### src/rtl/spi_reg_writer.sv
// SPI mode-0 write-only register port for the PWM block.
// Five 8-bit config registers loaded from 16-bit MSB-first frames.
module spi_reg_writer #(
  parameter int SYNC_STAGES = 2,
  parameter int MAX_ADDR    = 4
) (
  input  logic       clk,
  input  logic       rst,
  input  logic       spi_sclk,
  input  logic       spi_copi,
  input  logic       spi_ncs,
  output logic [7:0] en_reg_out_7_0,
  output logic [7:0] en_reg_out_15_8,
  output logic [7:0] en_reg_pwm_7_0,
  output logic [7:0] en_reg_pwm_15_8,
  output logic [7:0] pwm_duty_cycle,
  output logic       wr_strobe,
  output logic       frame_err
);

  typedef enum logic [1:0] {
    IDLE,
    SHIFT,
    COMMIT
  } state_t;

  localparam logic [6:0] MAX_A = 7'(MAX_ADDR);

  state_t state, state_nx;

  logic [SYNC_STAGES-1:0] sclk_q, copi_q, ncs_q;
  logic sclk_d, ncs_d;
  logic sclk_s, copi_s, ncs_s;
  logic sclk_rise, ncs_rise, ncs_fall;

  logic [4:0]  cnt, cnt_nx;
  logic [15:0] sr, sr_nx;
  logic        wr_nx, err_nx;

  assign sclk_s = sclk_q[SYNC_STAGES-1];
  assign copi_s = copi_q[SYNC_STAGES-1];
  assign ncs_s  = ncs_q[SYNC_STAGES-1];

  assign sclk_rise = sclk_s & ~sclk_d;
  assign ncs_rise  = ncs_s & ~ncs_d;
  assign ncs_fall  = ~ncs_s & ncs_d;

  always_ff @(posedge clk) begin
    if (rst) begin
      sclk_q <= '0;
      copi_q <= '0;
      ncs_q  <= '1;
      sclk_d <= 1'b0;
      ncs_d  <= 1'b1;
    end else begin
      sclk_q <= {sclk_q[SYNC_STAGES-2:0], spi_sclk};
      copi_q <= {copi_q[SYNC_STAGES-2:0], spi_copi};
      ncs_q  <= {ncs_q[SYNC_STAGES-2:0], spi_ncs};
      sclk_d <= sclk_s;
      ncs_d  <= ncs_s;
    end
  end

  always_ff @(posedge clk) begin
    if (rst) begin
      state     <= IDLE;
      cnt       <= '0;
      sr        <= '0;
      wr_strobe <= 1'b0;
      frame_err <= 1'b0;
    end else begin
      state     <= state_nx;
      cnt       <= cnt_nx;
      sr        <= sr_nx;
      wr_strobe <= wr_nx;
      frame_err <= err_nx;
    end
  end

  // ncs rise takes priority over a coincident sclk rise
  always_comb begin
    state_nx = state;
    cnt_nx   = cnt;
    sr_nx    = sr;
    wr_nx    = 1'b0;
    err_nx   = 1'b0;
    unique case (state)
      IDLE: begin
        if (ncs_fall) begin
          cnt_nx   = '0;
          sr_nx    = '0;
          state_nx = SHIFT;
        end
      end
      SHIFT: begin
        if (ncs_rise) begin
          if (cnt == 5'd16) begin
            state_nx = COMMIT;
          end else begin
            state_nx = IDLE;
            err_nx   = 1'b1;
          end
        end else if (sclk_rise) begin
          if (cnt < 5'd16) sr_nx = {sr[14:0], copi_s};
          if (cnt < 5'd17) cnt_nx = cnt + 5'd1;
        end
      end
      COMMIT: begin
        state_nx = IDLE;
        wr_nx    = sr[15] && (sr[14:8] <= MAX_A);
      end
      default: state_nx = IDLE;
    endcase
  end

  always_ff @(posedge clk) begin
    if (rst) begin
      en_reg_out_7_0  <= '0;
      en_reg_out_15_8 <= '0;
      en_reg_pwm_7_0  <= '0;
      en_reg_pwm_15_8 <= '0;
      pwm_duty_cycle  <= '0;
    end else if (wr_nx) begin
      case (sr[14:8])
        7'd0: en_reg_out_7_0  <= sr[7:0];
        7'd1: en_reg_out_15_8 <= sr[7:0];
        7'd2: en_reg_pwm_7_0  <= sr[7:0];
        7'd3: en_reg_pwm_15_8 <= sr[7:0];
        7'd4: pwm_duty_cycle  <= sr[7:0];
        default: ;
      endcase
    end
  end

endmodule

### config.mk
export PLATFORM = sky130hd
export DESIGN_NAME = spi_reg_writer
export DESIGN_NICKNAME = d
export VERILOG_FILES = /design/src/rtl/spi_reg_writer.sv
export SDC_FILE = /design/constraint.sdc
export NUM_CORES = 1
export LEC_CHECK = 0
export CAP_MARGIN = 25
export CORE_ASPECT_RATIO = 2
export CORE_MARGIN = 2
export CORE_UTILIZATION = 30
export DETAILED_ROUTE_END_ITERATION = 12
export HOLD_SLACK_MARGIN = 0.1
export PLACE_DENSITY = 0.63
export SYNTH_ARGS = -nofsm -noshare
export SYNTH_HDL_FRONTEND = slang
export SYNTH_SLANG_ARGS = --single-unit
### constraint.sdc
create_clock -name clk -period 1.5 [get_ports clk]
set_input_delay 0.45 -clock clk [delete_from_list [all_inputs] [get_ports clk]]
set_output_delay 0.45 -clock clk [all_outputs]
set_load 0.03 [all_outputs]
==> impl_metrics.py, run 1 <==
metrics = {
    "yosys": {
        "yosysTopAreaCell": "dfxtp_1",
        "syn_avg_cell_area_sq_um": 10.0,
        "synth_cell_type_count": 39,
        "synth_fp_nets": 290,
        "synth_area_sq_um": 2830,
        "synth_edf_count": 0,
        "syn_inst": 283,
        "yosys.area.top_type_share_pct": 51.6,
        "yosys_warnings": 0,
        "synth_seq_cells": 73,
        "async_reset_ff_share_pct": 0,
        "netlist_top_cells_area": "dfxtp_1, nand3b_1, o21ai_0, nand2b_1, mux2i_1",
        "synth_flop_cell": "dfxtp_1",
        "ys_seq_area_share_pct": 51.6,
    },
    "critical_path": {
        "crit_required_ps": 1050,
        "critical_path_class": "register to output pin",
        "crit_path_max_fanout": 2,
        "path_cells": "clkdlybuf4s15_1",
        "worstSetupStartpoint": "en_reg_pwm_15_8[2]",
        "reg2reg_from": "state[1]",
        "cp-end-kind": "output pin",
        "cp-start-kind": "register",
        "slowest_delay_ps": 360,
        "cp_slowest_cell": "clkdlybuf4s15_1",
        "crit_family": "buffers and inverters",
        "cp_data_arrival_time_ps": 1020,
        "worst-path-buf-inv": 1,
    },
    "finish": {
        "final_area_sq_um": 3870,
        "n_antenna_cell": 0,
        "layout_commonest_cell": "dfxtp_1",
        "final_cell_mix": "dfxtp_1, o21ai_0, buf_4, nand3b_1, nand2b_1",
        "nFillCells": 944,
        "fin_util_pct": 41.8,
        "area_growth_syn_to_layout_pct": 36.9,
        "fin_nets": 366,
        "final_layout_size_suffix_gt1_share_pct": 29.4,
    },
    "clock_tree": {
        "cts_max_path_buffers": 2,
        "ctsRootBufferMaster": "clkbuf_16",
        "clk_latency_ps": 330,
        "cts_tree": "built",
        "clkSinkCount": 73,
        "clk_pin_slew_ps": 50,
        "cts-buffers-inserted": 9,
        "htree_num_levels": 3,
    },
    "hold_path": {
        "hold_start": "ncs_q[0]",
        "hold_class": "register to register",
    },
    "drt": {
        "vias": 2343,
        "drt_iter0_markers": 102,
        "firstDrtPassIters": 4,
        "avgRoutedWirePerCell_microns": 14.7,
        "routed_wl_microns": 6880,
        "drc": 0,
        "antenna_left": 0,
        "viasPerCell": 5.01,
    },
    "power_and_ir_drop": {
        "comb_power_share_pct": 3.8,
        "pwr-share-clk_pct": 48.2,
        "ir_worst_vdd_uv": 558,
        "swShare_pct": 20.6,
        "netSwitchingPower_mw": 0.839,
        "p_int_mw": 3.24,
        "p_per_area_nw_per_um2": 1050,
        "p_leak_nw": 1.41,
        "seqPwrFrac_pct": 48.0,
    },
    "sta": {
        "period_needed_ps": 1470,
        "max_freq_mhz": 682,
        "min_period_over_period_pct": 97.7,
        "fin_skew_ps": 5.90,
        "hold_viol_final": 0,
        "timing.final.max_slew_violations": 0,
        "relSlewSlack_pct": 75.6,
        "tightestPinTransition_ps": 367,
        "tns_ps": 0,
        "finalSetupViolCount": 0,
        "setup_slack_ps": 34.6,
        "rsz0062_at_grt": "yes",
        "timing.hold.ws_ps": 407,
    },
    "die": {
        "dieArea_sq_um": 10300,
        "core_sq_um": 9260,
        "die_h_microns": 141,
        "start_util_pct": 30.6,
        "io_pins": 47,
        "placement_rows": 50,
        "die_w_microns": 72.7,
    },
    "grt": {
        "grt_use_total_pct": 14.1,
        "grt-ovfl-total": 0,
        "grt_pass1_vias": 2235,
        "antenna_found_initial": 0,
        "grt_max_degree": 22,
        "grt_pass1_wl_microns": 11000,
    },
    "place": {
        "placed_area_sq_um": 3560,
        "hpwl_microns": 4720,
        "numPortBuffers": 46,
        "gp_congestion": 0.774,
        "place_ws_ps": -154,
    },
    "run_status": {
        "outcome": "completed",
    },
    "job": {
        "cap_viol_max_count": 0,
    },
}
[synthesized netlist by cell type, drive strengths merged (4+ instances only)]
cell    count
buf         8
clkbuf      8
dfxtp      73
mux2i       7
nand2       9
nand2b     18
nand3b     41
nand4       7
nor2        7
nor2b      10
nor4        9
o21ai      44
o21bai      8
or2         4
[repair_timing]
item                                    in CTS  in global routing
endpoints found under the setup margin      45                 41
setup buffers                                3                  3
hold endpoints to repair                     0                  0
gates resized for setup                     64                 25
cloned                                       0                  1
hold buffers                                 0                  0
pin swaps                                    1                  3
[final timing paths]
path	slack (ps)	cells after the start	endpoint
setup / recovery	30	1	en_reg_pwm_15_8[2]
hold / removal	410	1	ncs_q[1]
setup reg to reg	50	6	sr[1]
hold reg to reg	410	1	ncs_q[1]
[stage by stage]
| step | power [mW] | std cells |
|---|---|---|
| after detailed placement | 2.14 | 445 |
| final | 4.08 | 468 |
| after floorplan | 2.09 | 283 |
| after global routing | 4.21 | 468 |
| after CTS | 4.12 | 464 |
| after global placement | 2.13 | 445 |
[kinds of logic (layout without fill, tap and decap cells)]
| group | Yosys count | after routing | share of synthesized area (%) |
|---|---|---|---|
| buffers and inverters | 18 | 99 | 3.05 |
| adders and majority gates | 2 | 2 | 0.884 |
| AOI/OAI and AO/OA | 63 | 63 | 14.0 |
| DFF | 73 | 73 | 51.6 |
| muxes | 7 | 7 | 2.48 |
| and+or+nand+nor | 120 | 120 | 28.0 |
[metal layers]
layer,up-vias,track usage [%],routed length [microns]
met3,10,3.41,216
li1,1166,-,-
met5,-,0,0
met4,0,7.31,144
met2,43,24.9,3860
met1,1124,15.2,2660
[worst register-to-register path: cells and delay by family, from the launching register on]
kind	cells	cell delay, ps
compound gates	2	390
buf+inv	2	280
flops	1	360
simple gates	2	320
[power groups by stage]
stage | clock network, mW | registers, mW | logic [mW]
2_1_floorplan | 0 | 2.00 | 0.0923
3_3_place_gp | 0 | 2.00 | 0.135
3_5_place_dp | 0 | 2.00 | 0.137
4_1_cts | 2.02 | 1.96 | 0.147
5_1_grt | 2.09 | 1.96 | 0.169
6_report | 1.96 | 1.96 | 0.157
[area by class of cell]
class                           instances  area (sq um)  area share [%]
Clock inverter                          2          12.5           0.323
Inverter                                2          7.51           0.194
Sequential cell                        73          1470            37.8
Multi-Input combinational cell        192          1320            34.0
Clock buffer                           14           264            6.82
Tap cell                              104           130            3.36
Timing Repair Buffer                   81           678            17.5
[flip-flops by register name, indices dropped and copies added, names as in the netlist]
register and count:
cnt 5, copi_q 2, en_reg_out_15_8 8, en_reg_out_7_0 8, en_reg_pwm_15_8 8, en_reg_pwm_7_0 8
frame_err 1, ncs_d 1, ncs_q 2, pwm_duty_cycle 8, sclk_d 1, sclk_q 2
sr 16, state 2, wr_strobe 1
Power figures use the tool's default switching activity.
==> inputs of run 2 (changes only) <==
Settings changed: CTS_BUF_LIST from default to sky130_fd_sc_hd__clkbuf_8, SLEW_MARGIN from default to 0.
==> impl_metrics.py, run 2 (synthesis results as in run 1) <==
metrics = {
    "run_status": {
        "outcome": "completed",
    },
    "grt": {
        "antenna_found_initial": 0,
        "grt-ovfl-total": 0,
        "grt_pass1_wl_microns": 11000,
        "grt_max_degree": 22,
        "grt_use_total_pct": 14.2,
        "grt_pass1_vias": 2238,
    },
    "sta": {
        "rsz0062_at_grt": "yes",
        "max_freq_mhz": 681,
        "hold_viol_final": 0,
        "min_period_over_period_pct": 97.9,
        "fin_skew_ps": 9.38,
        "timing.final.max_slew_violations": 0,
        "relSlewSlack_pct": 75.4,
        "period_needed_ps": 1470,
        "timing.hold.ws_ps": 411,
        "tightestPinTransition_ps": 369,
        "finalSetupViolCount": 0,
    },
    "die": {
        "placement_rows": 50,
        "die_h_microns": 141,
        "dieArea_sq_um": 10300,
        "io_pins": 47,
        "die_w_microns": 72.7,
        "core_sq_um": 9260,
        "start_util_pct": 30.6,
    },
    "finish": {
        "fin_nets": 366,
        "final_layout_size_suffix_gt1_share_pct": 29.9,
        "largest_reg_flops": 16,
        "area_growth_syn_to_layout_pct": 35.9,
        "n_antenna_cell": 0,
        "fin_util_pct": 41.5,
        "layout_commonest_cell": "dfxtp_1",
        "max_flop_register": "sr",
        "final_cells": 468,
        "final_cell_mix": "dfxtp_1, o21ai_0, buf_4, nand3b_1, clkdlybuf4s15_2",
        "nFillCells": 934,
    },
    "job": {
        "cap_viol_max_count": 0,
    },
    "critical_path": {
        "reg2regPathDepth": 6,
        "path_cells": "clkdlybuf4s15_2",
        "worst-path-buf-inv": 1,
        "cp-end-kind": "output pin",
        "cp-start-kind": "register",
        "crit_required_ps": 1050,
        "cp_slowest_cell": "dfxtp_1",
        "crit_family": "flip-flops",
        "critical_path_class": "register to output pin",
        "worstSetupStartpoint": "pwm_duty_cycle[1]",
        "reg2reg_from": "state[1]",
        "cp.depth": 1,
        "cp_data_arrival_time_ps": 1020,
        "slowest_delay_ps": 360,
        "crit_path_max_fanout": 2,
    },
    "hold_path": {
        "hold_class": "register to register",
        "hold_depth": 1,
        "hold_start": "ncs_q[0]",
    },
    "drt": {
        "vias": 2330,
        "antenna_left": 0,
        "drc": 0,
        "viasPerCell": 4.98,
        "firstDrtPassIters": 4,
        "avgRoutedWirePerCell_microns": 14.7,
        "routed_wl_microns": 6890,
        "drt_iter0_markers": 135,
    },
    "clock_tree": {
        "ctsRootBufferMaster": "clkbuf_8",
        "clkSinkCount": 73,
        "clk_pin_slew_ps": 70,
        "clk_latency_ps": 350,
        "cts_max_path_buffers": 2,
        "cts-buffers-inserted": 9,
        "htree_num_levels": 3,
        "cts_hold_buf": 0,
        "cts_tree": "built",
    },
    "place": {
        "gp_congestion": 0.774,
        "hpwl_microns": 4720,
        "placed_cells_incl_taps": 445,
        "numPortBuffers": 46,
    },
    "power_and_ir_drop": {
        "p_leak_nw": 1.36,
        "ir_worst_vdd_uv": 515,
        "p_per_area_nw_per_um2": 904,
    },
}
[run 2: cell type report]
| type | instances | area [sq um] | area share (%) |
|---|---|---|---|
| Clock buffer | 11 | 151 | 3.94 |
| Tap cell | 104 | 130 | 3.38 |
| Timing Repair Buffer | 81 | 757 | 19.7 |
| Inverter | 2 | 7.51 | 0.195 |
| Sequential cell | 73 | 1470 | 38.1 |
| Clock inverter | 5 | 23.8 | 0.618 |
| Multi-Input combinational cell | 192 | 1310 | 34.1 |
[run 2: what timing repair did]
item,4_1_cts,5_1_grt
setup endpoints to repair,45,30
gates resized for setup,84,15
pin swaps,1,3
gates cloned,0,1
buffers inserted,3,3
[run 2: per-layer routing]
layer  track usage, %  wire, microns  vias to the layer above
met3             3.48            199                       12
met2             24.6           3870                       39
met5                0              0                        -
met4             8.87            196                        0
met1             15.0           2630                     1122
li1                 -              -                     1157
[run 2: worst paths after layout]
check                       to  slack [ps]
max reg2reg              sr[1]          50
min                   ncs_q[1]         410
max          pwm_duty_cycle[1]          30
min reg2reg           ncs_q[1]         410
[run 2: report_power, final]
| group | leakage, nW | switching, mW | internal, mW | total [mW] |
|---|---|---|---|---|
| registers | 0.590 | 0.00647 | 1.95 | 1.95 |
| logic | 0.674 | 0.0758 | 0.0819 | 0.158 |
| clock network | 0.0991 | 0.695 | 0.670 | 1.36 |
| total | 1.36 | 0.777 | 2.70 | 3.48 |
[run 2: per-stage QoR]
step	setup WS [ps]	instance area, sq um	total power [mW]	TNS (ps)
3_3_place_gp	-87.2	3560	2.13	-786
4_1_cts	0.404	3800	3.51	0
6_report	32.1	3840	3.48	0
5_1_grt	-63.7	3840	3.61	-190
3_5_place_dp	-154	3560	2.14	-1810
2_1_floorplan	46.0	2830	2.09	0
==> inputs of run 3 (changes only) <==
Settings changed: MAX_ROUTING_LAYER from default to met4.
==> impl_metrics.py, run 3 (synthesis results as in run 1) <==
metrics = {
    "finish": {
        "max_flop_register": "sr",
        "final_cell_mix": "dfxtp_1, o21ai_0, buf_4, nand3b_1, clkdlybuf4s15_2",
        "layout_commonest_cell": "dfxtp_1",
        "final_area_sq_um": 3850,
        "fin_util_pct": 41.6,
        "n_antenna_cell": 0,
        "largest_reg_flops": 16,
        "fin_nets": 366,
        "nFillCells": 932,
        "final_layout_size_suffix_gt1_share_pct": 30.2,
        "area_growth_syn_to_layout_pct": 36.1,
    },
    "grt": {
        "grt_use_total_pct": 14.7,
        "grt_pass1_wl_microns": 11000,
        "grt-ovfl-total": 0,
        "grt_pass1_vias": 2226,
        "grt_max_degree": 22,
        "antenna_found_initial": 0,
    },
    "clock_tree": {
        "clk_pin_slew_ps": 70,
        "clkSinkCount": 73,
        "clk_latency_ps": 350,
        "htree_num_levels": 3,
        "ctsRootBufferMaster": "clkbuf_8",
        "cts_hold_buf": 0,
        "cts_max_path_buffers": 2,
        "cts-buffers-inserted": 9,
        "cts_tree": "built",
    },
    "drt": {
        "drc": 0,
        "vias": 2315,
        "viasPerCell": 4.95,
        "routed_wl_microns": 6970,
        "avgRoutedWirePerCell_microns": 14.9,
        "antenna_left": 0,
        "drt_iter0_markers": 128,
        "firstDrtPassIters": 4,
    },
    "hold_path": {
        "min_to": "ncs_q[1]",
        "hold_class": "register to register",
        "hold_depth": 1,
        "hold_start": "ncs_q[0]",
    },
    "die": {
        "start_util_pct": 30.6,
        "die_w_microns": 72.7,
        "placement_rows": 50,
        "core_sq_um": 9260,
        "io_pins": 47,
        "dieArea_sq_um": 10300,
        "die_h_microns": 141,
    },
    "critical_path": {
        "crit_family": "flip-flops",
        "crit_path_max_fanout": 2,
        "reg2reg_from": "state[1]",
        "crit_required_ps": 1050,
        "critical_path_class": "register to output pin",
        "cp-start-kind": "register",
        "cp_slowest_cell": "dfxtp_1",
        "timing.rr.end": "sr[1]",
        "rrSetupSlack_ps": 40,
        "worstSetupStartpoint": "pwm_duty_cycle[1]",
        "worst-path-buf-inv": 1,
        "slowest_delay_ps": 360,
        "reg2regPathDepth": 6,
        "cp-end-kind": "output pin",
        "path_cells": "clkdlybuf4s15_2",
        "cp_data_arrival_time_ps": 1020,
    },
    "power_and_ir_drop": {
        "p_leak_nw": 1.36,
        "ir_worst_vdd_uv": 515,
        "p_per_area_nw_per_um2": 905,
    },
    "sta": {
        "finalSetupViolCount": 0,
        "tightestPinTransition_ps": 378,
        "hold_viol_final": 0,
        "setup_slack_ps": 34.2,
        "timing.hold.ws_ps": 411,
        "timing.final.max_slew_violations": 0,
        "min_period_over_period_pct": 97.7,
        "rsz0062_at_grt": "yes",
        "tns_ps": 0,
        "relSlewSlack_pct": 74.8,
        "max_freq_mhz": 682,
        "period_needed_ps": 1470,
        "fin_skew_ps": 9.88,
    },
    "job": {
        "cap_viol_max_count": 0,
    },
    "place": {
        "place_ws_ps": -154,
        "placed_area_sq_um": 3560,
        "hpwl_microns": 4720,
        "gp_congestion": 0.785,
        "numPortBuffers": 46,
    },
    "run_status": {
        "outcome": "completed",
    },
}
[run 3: cell counts in the layout (fill, tap and decap cells not counted)]
Identical to the previous run, type by type.
[run 3: power breakdown]
part | switching [mW] | internal (mW) | leakage [nW]
clock network | 0.704 | 0.670 | 0.0991
registers | 0.00650 | 1.95 | 0.590
logic | 0.0765 | 0.0819 | 0.674
[run 3: final cells by class]
class	count	area (sq um)	share of cell area, %
multi-input cells	192	1320	34.2
repair buffers	81	757	19.7
inverters	2	7.51	0.195
clock buffers	11	151	3.93
flip-flops and latches	73	1470	38.0
well taps	104	130	3.38
clock inverters	5	23.8	0.617
[run 3: worst max path at each step]
stage | end | cells past startpoint
floorplan | sr[7] | 5
global placement | sr[11] | 4
detailed placement | sr[12] | 4
CTS | en_reg_out_7_0[5] | 1
global route | cnt[3] | 5
finish | pwm_duty_cycle[1] | 1
[run 3: through the flow]
stage | power, mW | std cells
floorplan | 2.09 | 283
global placement | 2.13 | 445
detailed placement | 2.14 | 445
CTS | 3.51 | 464
global route | 3.62 | 468
finish | 3.49 | 468
[run 3: per-layer routing]
metal | global-route usage, % | routed length [microns] | share of wire (%)
met1 | 15.0 | 2690 | 39
met2 | 24.6 | 3870 | 56
met3 | 3.48 | 213 | 3.1
met4 | 8.87 | 195 | 2.8
met5 | - | 0 | 0
[run 3: repair_timing]
| action | CTS | global route |
|---|---|---|
| setup endpoints to repair | 45 | 29 |
| resized for setup | 84 | 16 |
| setup buffers | 3 | 3 |
| pin swaps | 1 | 3 |
| gates cloned | 0 | 1 |
